**src/rtl/ctrl_sequencer.sv**
```systemverilog
// ID-stage control unit: decodes mode/S/op_code into registered EX/MEM/WB controls,
// with a block-transfer FSM (one memory micro-op per set reg_list bit). Option: WRITEBACK_BASE_EN.
module ctrl_sequencer #(
  parameter int NUM_REGS   = 16,
  parameter int WORD_BYTES = 4,
  parameter int IDX_W      = 4,
  parameter int OFF_W      = 8
) (
  input  logic                clk,
  input  logic                rst,
  input  logic                instr_valid,
  input  logic                stall,
  input  logic                flush,
  input  logic                cond_pass,
  input  logic                S,
  input  logic [1:0]          mode,
  input  logic [3:0]          op_code,
  input  logic [NUM_REGS-1:0] reg_list,
  output logic [3:0]          EX_command,
  output logic                mem_read,
  output logic                mem_write,
  output logic                WB_en,
  output logic                B,
  output logic                SR_update,
  output logic                has_src1,
  output logic [IDX_W-1:0]    xfer_reg,
  output logic [OFF_W-1:0]    addr_offset,
  output logic                busy
);
  localparam logic [1:0] MODE_ARITHMETIC = 2'b00;
  localparam logic [1:0] MODE_MEM        = 2'b01;
  localparam logic [1:0] MODE_BRANCH     = 2'b10;
  localparam logic [1:0] MODE_BLK        = 2'b11;

  localparam logic [3:0] OP_AND = 4'b0000, OP_EOR = 4'b0001, OP_SUB = 4'b0010,
                         OP_ADD = 4'b0100, OP_ADC = 4'b0101, OP_SBC = 4'b0110,
                         OP_TST = 4'b1000, OP_CMP = 4'b1010, OP_ORR = 4'b1100,
                         OP_MOV = 4'b1101, OP_MVN = 4'b1111;

  localparam logic [3:0] EX_MOV = 4'd1,  EX_MVN = 4'd2,  EX_ADD = 4'd3,  EX_ADC = 4'd4,
                         EX_SUB = 4'd5,  EX_SBC = 4'd6,  EX_AND = 4'd7,  EX_ORR = 4'd8,
                         EX_EOR = 4'd9,  EX_CMP = 4'd10, EX_TST = 4'd11, EX_LDR = 4'd12,
                         EX_STR = 4'd13;

  localparam logic [OFF_W-1:0] STRIDE = OFF_W'(WORD_BYTES);

  typedef enum logic [1:0] {IDLE, XFER, WBACK} state_t;

  state_t              state;
  logic [NUM_REGS-1:0] mask;
  logic                s_lat;
  logic [OFF_W-1:0]    nxt_off;

  logic [3:0]          arith_ex;
  logic                arith_wb, arith_ok, arith_src1;
  logic [NUM_REGS-1:0] pick_src, pick_rem;
  logic [IDX_W-1:0]    pick_idx;
  logic                more;

  function automatic logic [IDX_W-1:0] lowest(input logic [NUM_REGS-1:0] m);
    lowest = '0;
    for (int i = NUM_REGS-1; i >= 0; i--)
      if (m[i]) lowest = IDX_W'(i);
  endfunction

  always_comb begin
    arith_ex = '0;
    arith_wb = 1'b0;
    arith_ok = 1'b1;
    case (op_code)
      OP_MOV: begin arith_ex = EX_MOV; arith_wb = 1'b1; end
      OP_MVN: begin arith_ex = EX_MVN; arith_wb = 1'b1; end
      OP_ADD: begin arith_ex = EX_ADD; arith_wb = 1'b1; end
      OP_ADC: begin arith_ex = EX_ADC; arith_wb = 1'b1; end
      OP_SUB: begin arith_ex = EX_SUB; arith_wb = 1'b1; end
      OP_SBC: begin arith_ex = EX_SBC; arith_wb = 1'b1; end
      OP_AND: begin arith_ex = EX_AND; arith_wb = 1'b1; end
      OP_ORR: begin arith_ex = EX_ORR; arith_wb = 1'b1; end
      OP_EOR: begin arith_ex = EX_EOR; arith_wb = 1'b1; end
      OP_CMP: arith_ex = EX_CMP;
      OP_TST: arith_ex = EX_TST;
      default: arith_ok = 1'b0;
    endcase
    arith_src1 = arith_ok && (arith_ex != EX_MOV) && (arith_ex != EX_MVN);
  end

  // In IDLE the first micro-op comes straight from the input mask.
  always_comb begin
    pick_src = (state == IDLE) ? reg_list : mask;
    pick_idx = lowest(pick_src);
    pick_rem = pick_src & ~(NUM_REGS'(1) << pick_idx);
    more     = (pick_rem != '0);
  end

  always_ff @(posedge clk) begin
    if (rst || flush) begin
      state       <= IDLE;
      mask        <= '0;
      s_lat       <= 1'b0;
      nxt_off     <= '0;
      EX_command  <= '0;
      mem_read    <= 1'b0;
      mem_write   <= 1'b0;
      WB_en       <= 1'b0;
      B           <= 1'b0;
      SR_update   <= 1'b0;
      has_src1    <= 1'b0;
      xfer_reg    <= '0;
      addr_offset <= '0;
      busy        <= 1'b0;
    end else if (!stall) begin
      EX_command  <= '0;
      mem_read    <= 1'b0;
      mem_write   <= 1'b0;
      WB_en       <= 1'b0;
      B           <= 1'b0;
      SR_update   <= 1'b0;
      has_src1    <= 1'b0;
      xfer_reg    <= '0;
      addr_offset <= '0;
      busy        <= 1'b0;
      case (state)
        IDLE: begin
          if (instr_valid && cond_pass) begin
            case (mode)
              MODE_ARITHMETIC: begin
                EX_command <= arith_ex;
                WB_en      <= arith_wb;
                SR_update  <= S && arith_ok;
                has_src1   <= arith_src1;
              end
              MODE_MEM: begin
                EX_command <= S ? EX_LDR : EX_STR;
                mem_read   <= S;
                WB_en      <= S;
                mem_write  <= !S;
                has_src1   <= 1'b1;
              end
              MODE_BRANCH: B <= 1'b1;
              MODE_BLK: begin
                if (reg_list != '0) begin
                  EX_command <= S ? EX_LDR : EX_STR;
                  mem_read   <= S;
                  WB_en      <= S;
                  mem_write  <= !S;
                  has_src1   <= 1'b1;
                  xfer_reg   <= pick_idx;
                  s_lat      <= S;
                  mask       <= pick_rem;
                  nxt_off    <= STRIDE;
`ifdef WRITEBACK_BASE_EN
                  busy       <= 1'b1;
                  state      <= more ? XFER : WBACK;
`else
                  busy       <= more;
                  state      <= more ? XFER : IDLE;
`endif
                end
              end
              default: ;
            endcase
          end
        end
        XFER: begin
          EX_command  <= s_lat ? EX_LDR : EX_STR;
          mem_read    <= s_lat;
          WB_en       <= s_lat;
          mem_write   <= !s_lat;
          has_src1    <= 1'b1;
          xfer_reg    <= pick_idx;
          addr_offset <= nxt_off;
          nxt_off     <= nxt_off + STRIDE;
          mask        <= pick_rem;
`ifdef WRITEBACK_BASE_EN
          busy        <= 1'b1;
          state       <= more ? XFER : WBACK;
`else
          busy        <= more;
          state       <= more ? XFER : IDLE;
`endif
        end
        WBACK: begin
          // nxt_off already equals count*WORD_BYTES here
          EX_command  <= EX_ADD;
          WB_en       <= 1'b1;
          has_src1    <= 1'b1;
          addr_offset <= nxt_off;
          state       <= IDLE;
        end
        default: state <= IDLE;
      endcase
    end
  end
endmodule

```
**config.mk**
```make
export PLATFORM = sky130hd
export DESIGN_NAME = ctrl_sequencer
export DESIGN_NICKNAME = d
export VERILOG_FILES = /design/src/rtl/ctrl_sequencer.sv
export SDC_FILE = /design/constraint.sdc
export NUM_CORES = 1
export LEC_CHECK = 0
export ABC_AREA = 1
export BUFFER_PORTS_ARGS = -buffer_cell sky130_fd_sc_hd__buf_2
export CORE_MARGIN = 2
export CORE_UTILIZATION = 61
export CTS_BUF_LIST = sky130_fd_sc_hd__clkbuf_4
export CTS_CLUSTER_DIAMETER = 40
export DETAILED_ROUTE_END_ITERATION = 6
export MAX_ROUTING_LAYER = met4
export PLACE_DENSITY = 0.87
export SYNTH_ARGS = -nofsm -noshare
export SYNTH_HDL_FRONTEND = slang
export SYNTH_SLANG_ARGS = --single-unit
```
**constraint.sdc**
```tcl
create_clock -name clk -period 4.7 [get_ports clk]
set_clock_uncertainty 0.2 [all_clocks]
set_input_delay 0.235 -clock clk [delete_from_list [all_inputs] [get_ports clk]]
set_output_delay 0.235 -clock clk [all_outputs]
set_load 0.02 [all_outputs]
```
# == Word level (Yosys, flattened, before mapping) ==
# Index checks and enable logic that the tools add are counted.
# totals
reg_bits,50
input_bits,29
# op_classes
addsub,1
n_eq_ne,20
shifts,1
n_mux,69
n_bitwise,3
n_reduce_logical,19
# op_table
operator,n
two-way mux 4 bit,21
two-way mux 16 bit,4
case mux 4 bit (11 select lines),1
two-way mux 8 bit,4
case mux 16 bit (2 select lines),1
nonzero test 16 bit,2
case mux 4 bit (3 select lines),2
two-way mux 1 bit,21
"equality test 4 bit, second input constant",5
AND 16 bit,1
NOT 16 bit,1
case mux 8 bit (2 select lines),1
"<< shifter 1 x 4 -> 16 bit, first input constant",1
"equality test 4 x 3 -> 1 bit, second input constant",3
case mux 1 bit (2 select lines),6
OR reduction 11 bit,1
AND reduction 5 bit,2
case mux 1 bit (3 select lines),3
OR reduction 9 bit,1
"adder 8 x 3 -> 8 bit, second input constant",1
case mux 4 bit (2 select lines),1
"equality test 2 bit, second input constant",3
two-way mux 2 bit,3
"inequality test 2 x 1 -> 1 bit, second input constant",3
15 further kinds,21

# == Longest topological paths before layout ==
# depth
ltp_word,27
depth_mapped,26

# == Least setup slack after synthesis ==
# OpenSTA, ideal clock, no wires.
# synth_timing
kind,register -> register
from,register state[0]
to,register busy
setup_ns,0.132
arrival_time_ns,1.990
required_time_ns,4.368
slack_ns,2.378
stages_incl_launch_ff,21
n_path_buf,3
synth_period_minus_slack_ns,2.322
path_cell_list,dfxtp_1 buf_6 buf_8 buf_8 nand2_1 o21ai_2 inv_2 nor2_8 nand3_2 nor2_2 o21ai_4 inv_4 nand4_1 nand2_1 nand2_1 clkinv_1 nand3_1 nor2_1 nand2_1 nand2_1 a21oi_1
# synth_between
elab_chain_len,26
elab_cells_between_ends,27
cone_classes,eq/ne: 1; shift: 1; mux: 21; bitwise: 2; reduce/logical: 2
# synth_rtl
item,line,source
"start, declared",49,state_t state;
"start signal, assigned",156,state <= more ? XFER : IDLE;
"start signal, assigned",179,state <= more ? XFER : IDLE;
logical NOT 2 bit,"89, 122",
two-way mux 16 bit,89,pick_src = (state == IDLE) ? reg_list : mask;
two-way mux 4 bit (16 in a row),63,if (m[i]) lowest = IDX_W'(i);
<< shifter 1 x 4 -> 16 bit,91,pick_rem = pick_src & ~(NUM_REGS'(1) << pick_idx);
NOT 16 bit,91,
AND 16 bit,91,
nonzero test 16 bit,92,more = (pick_rem != '0);
two-way mux 1 bit,141,if (reg_list != '0) begin
two-way mux 1 bit,125,case (mode)
two-way mux 1 bit,124,if (instr_valid && cond_pass) begin
case mux 1 bit (2 select lines) *,122,case (state)
"end signal, assigned",155,busy <= more;
"end signal, assigned",178,busy <= more;
"end, declared",28,output logic busy
# Mark *: on every way between the ends. The rest lies on a longest branch, timed or not.
# A chain may end at the register's enable or synchronous reset.

# == Worst setup path after layout ==
# Ends and elaborated chain as after synthesis.

==> metrics.cfg <==
[global_route]
grt_pass1_wl_um = 10230
grt-ovfl-total = 0
grt_pass1_vias = 2364
grt_max_degree = 30
antenna_found_initial = 0
grt_usage_pct = 29.64

[route]
ant_nets = 0
vias = 2689
drt_iter0_markers = 205
wl_per_cell_um = 13.35
vias_per_cell = 5.697
drt_wl_total_um = 6299
drc = 0
first_pass_iters = 5

[cts]
cts_buffers = 5
post_cts_resized = 0
cts_root_buf = clkbuf_4
htreeDepth = 2
clk_transition_reported_paths_ps = 140
worstSkewPairLatency_ps = 370
cts_tree = done
cts_max_path_buffers = 2
clock-sinks = 45

[sta]
fin_crit_ps = 3138
setup_viol = 0
period_share_pct = 66.77
drv_slew = 0
rsz0062_at_grt = false
fin_ws_ps = 1562
max_freq_mhz = 318.6
tightest_slew_ps = 572.1
max-slew-margin-rel_pct = 61.62
fin_setup_tns_ps = 0
hold_viol_final = 0

[logic_synthesis]
yosys_register_bits = 45
syn_area_um2 = 2546
yosysSeqAreaShare_pct = 35.38
async_reset_ff_share_pct = 0
synthCells = 373
synth-edff-count = 0
yosysUniqueCellTypes = 39
yosysWarnings = 0
syn_area_per_cell_um2 = 6.826
synth_ff_type = dfxtp_1

[worst_hold_path]
min_path_type = in -> reg
min-delay-start = op_code[3]

[final_layout]
syn_to_final_growth_pct = 12.63
final_cell_mix = 84 x nand2_1, 49 x buf_2, 45 x dfxtp_1
stdcell_area_um2 = 2868
finish.net_count = 451
fin_cells = 472
drive_above_1_share_pct = 21.33
regMostFlops = mask
antenna_cells = 0
top_regs = mask x16, addr_offset x6, nxt_off x6
largest_reg_flops = 16
final_common_cell = nand2_1

[worst_setup_path]
cp-end-kind = flop
crit_buf_inv = 4
cp.required_ps = 4750
critPathMaxFanout = 29
r2r-start = state[0]$_SDFFE_PP0P_
cp_cell_sequence = buf_4, nand2_1, o21ai_1, inv_2, nor2_2, nand2_1, a31oi_2, nor2_4, inv_2, nand4_1, o21ai_1, nand2_1, inv_1, nand3_1, nor2_1, nand2_1, nand2_1, a21oi_1
worstPathArrival_ps = 3190
cp_slowest_stage_delay_ps = 530
crit_family = simple AND/OR/NAND/NOR gates
worst-setup-path-type = reg -> reg
start_kind = flop
path_common_cell = nand2_1
slowest_stage = dfxtp_1
startpoint = state[0]$_SDFFE_PP0P_

[floorplan]
ioPinCount = 52
die_area_um2 = 4707
die_y_um = 68.61
rows = 23
die_x_um = 68.61
start_util_pct = 63.65
core_um2 = 4000

[place]
dpl.hpwl_um = 4784
place_area_um2 = 2775
preCtsSetupSlack_ps = 1640
dp_cells = 461
io_buffers = 49
routabilityCongestion = 0.9331

[power]
ir_worst_vdd_mv = 0.1338
power_w = 0.0006988
p_leak_nw = 1.221
power.density_nw_per_um2 = 243.7

[job]
drv_cap = 0

[outcome]
run_status = completed

worst reg2reg max path: stages, from the launching register on:
cell and delay, ps:
dfxtp_1 530, buf_4 380, nand2_1 100, o21ai_1 140, inv_2 60, nor2_2 110, nand2_1 110, a31oi_2 220
nor2_4 80, inv_2 100, nand4_1 150, o21ai_1 280, nand2_1 80, inv_1 60, nand3_1 120, nor2_1 120
nand2_1 60, nand2_1 70, a21oi_1 60
stage by stage:
step	hold slack [ps]	utilization, %
after floorplan	195.1	-
after global placement	232.4	69.38
after detailed placement	231.3	69.38
after CTS	34.74	71.69
after global routing	42.16	71.69
final	38.17	71.69
timing repair:
item / 4_1_cts / 5_1_grt
endpoints found under the hold margin: 4 / 0
setup buffers: 0 / 0
hold buffers: 3 / 0
cell usage after synthesis, types with 2 or more instances:
| cell type | instances | area share, % |
|---|---|---|
| a21oi_1 | 21 | 4.1 |
| o21a_1 | 4 | 1.2 |
| o21ai_2 | 6 | 2.1 |
| nor3b_1 | 2 | 0.59 |
| a22oi_1 | 4 | 1.2 |
| dfxtp_1 | 45 | 35 |
| nor4_1 | 4 | 0.98 |
| o21ai_0 | 22 | 4.3 |
| o21bai_1 | 2 | 0.59 |
| inv_2 | 11 | 1.6 |
| nand2_1 | 84 | 12 |
| clkinv_1 | 2 | 0.29 |
| nor2_4 | 2 | 0.88 |
| nor2_2 | 4 | 0.98 |
| o21ai_1 | 13 | 2.6 |
| nand3_1 | 19 | 3.7 |
| nor2_1 | 26 | 3.8 |
| clkbuf_1 | 8 | 1.2 |
| a31oi_1 | 2 | 0.49 |
| nand4_1 | 13 | 3.2 |
| inv_1 | 41 | 6.0 |
| inv_4 | 2 | 0.49 |
| buf_4 | 2 | 0.59 |
| nor3_1 | 5 | 0.98 |
| o22ai_1 | 13 | 3.2 |
| buf_6 | 2 | 0.88 |
| buf_8 | 2 | 1.2 |
routing by layer:
layer	GRT usage [%]	wire, um	vias up
li1	-	-	1349
met1	34.24	2674	1238
met2	52.04	3179	93
met3	4.708	362	9
met4	10.00	82	0
met5	-	0	-
cells by family after synthesis:
group / after synthesis / share of synthesized area (%)
buf+inv: 70 / 12.29
fa+ha+maj: 1 / 0.4913
other cells: 1 / 0.1473
simple gates: 163 / 29.24
flops: 45 / 35.38
compound gates: 93 / 22.46
report_power, final:
group / internal, W / switching (W) / total [W]
clock network: 0.0000621 / 0.000137 / 0.000199
logic: 0.0000370 / 0.0000760 / 0.000113
registers: 0.000385 / 0.00000167 / 0.000386
path summary, 6_finish.rpt:
path,to,slack (ps),cells after the start
min,EX_command[2]$_SDFFE_PP0N_,40,4
max reg2reg,busy$_SDFFE_PP0N_,1560,18
max,busy$_SDFFE_PP0N_,1560,18
min reg2reg,mask[0]$_SDFFE_PP0P_,250,2
layout make-up:
class,count,area [um^2]
Multi-Input combinational cell,259,1336
Inverter,56,215.2
Fill cell,365,1132
Clock inverter,3,25.02
Sequential cell,45,900.9
Timing Repair Buffer,54,290.3
Tap cell,50,62.56
Clock buffer,5,37.54
Note: power is estimated with default switching activity, not from simulation.
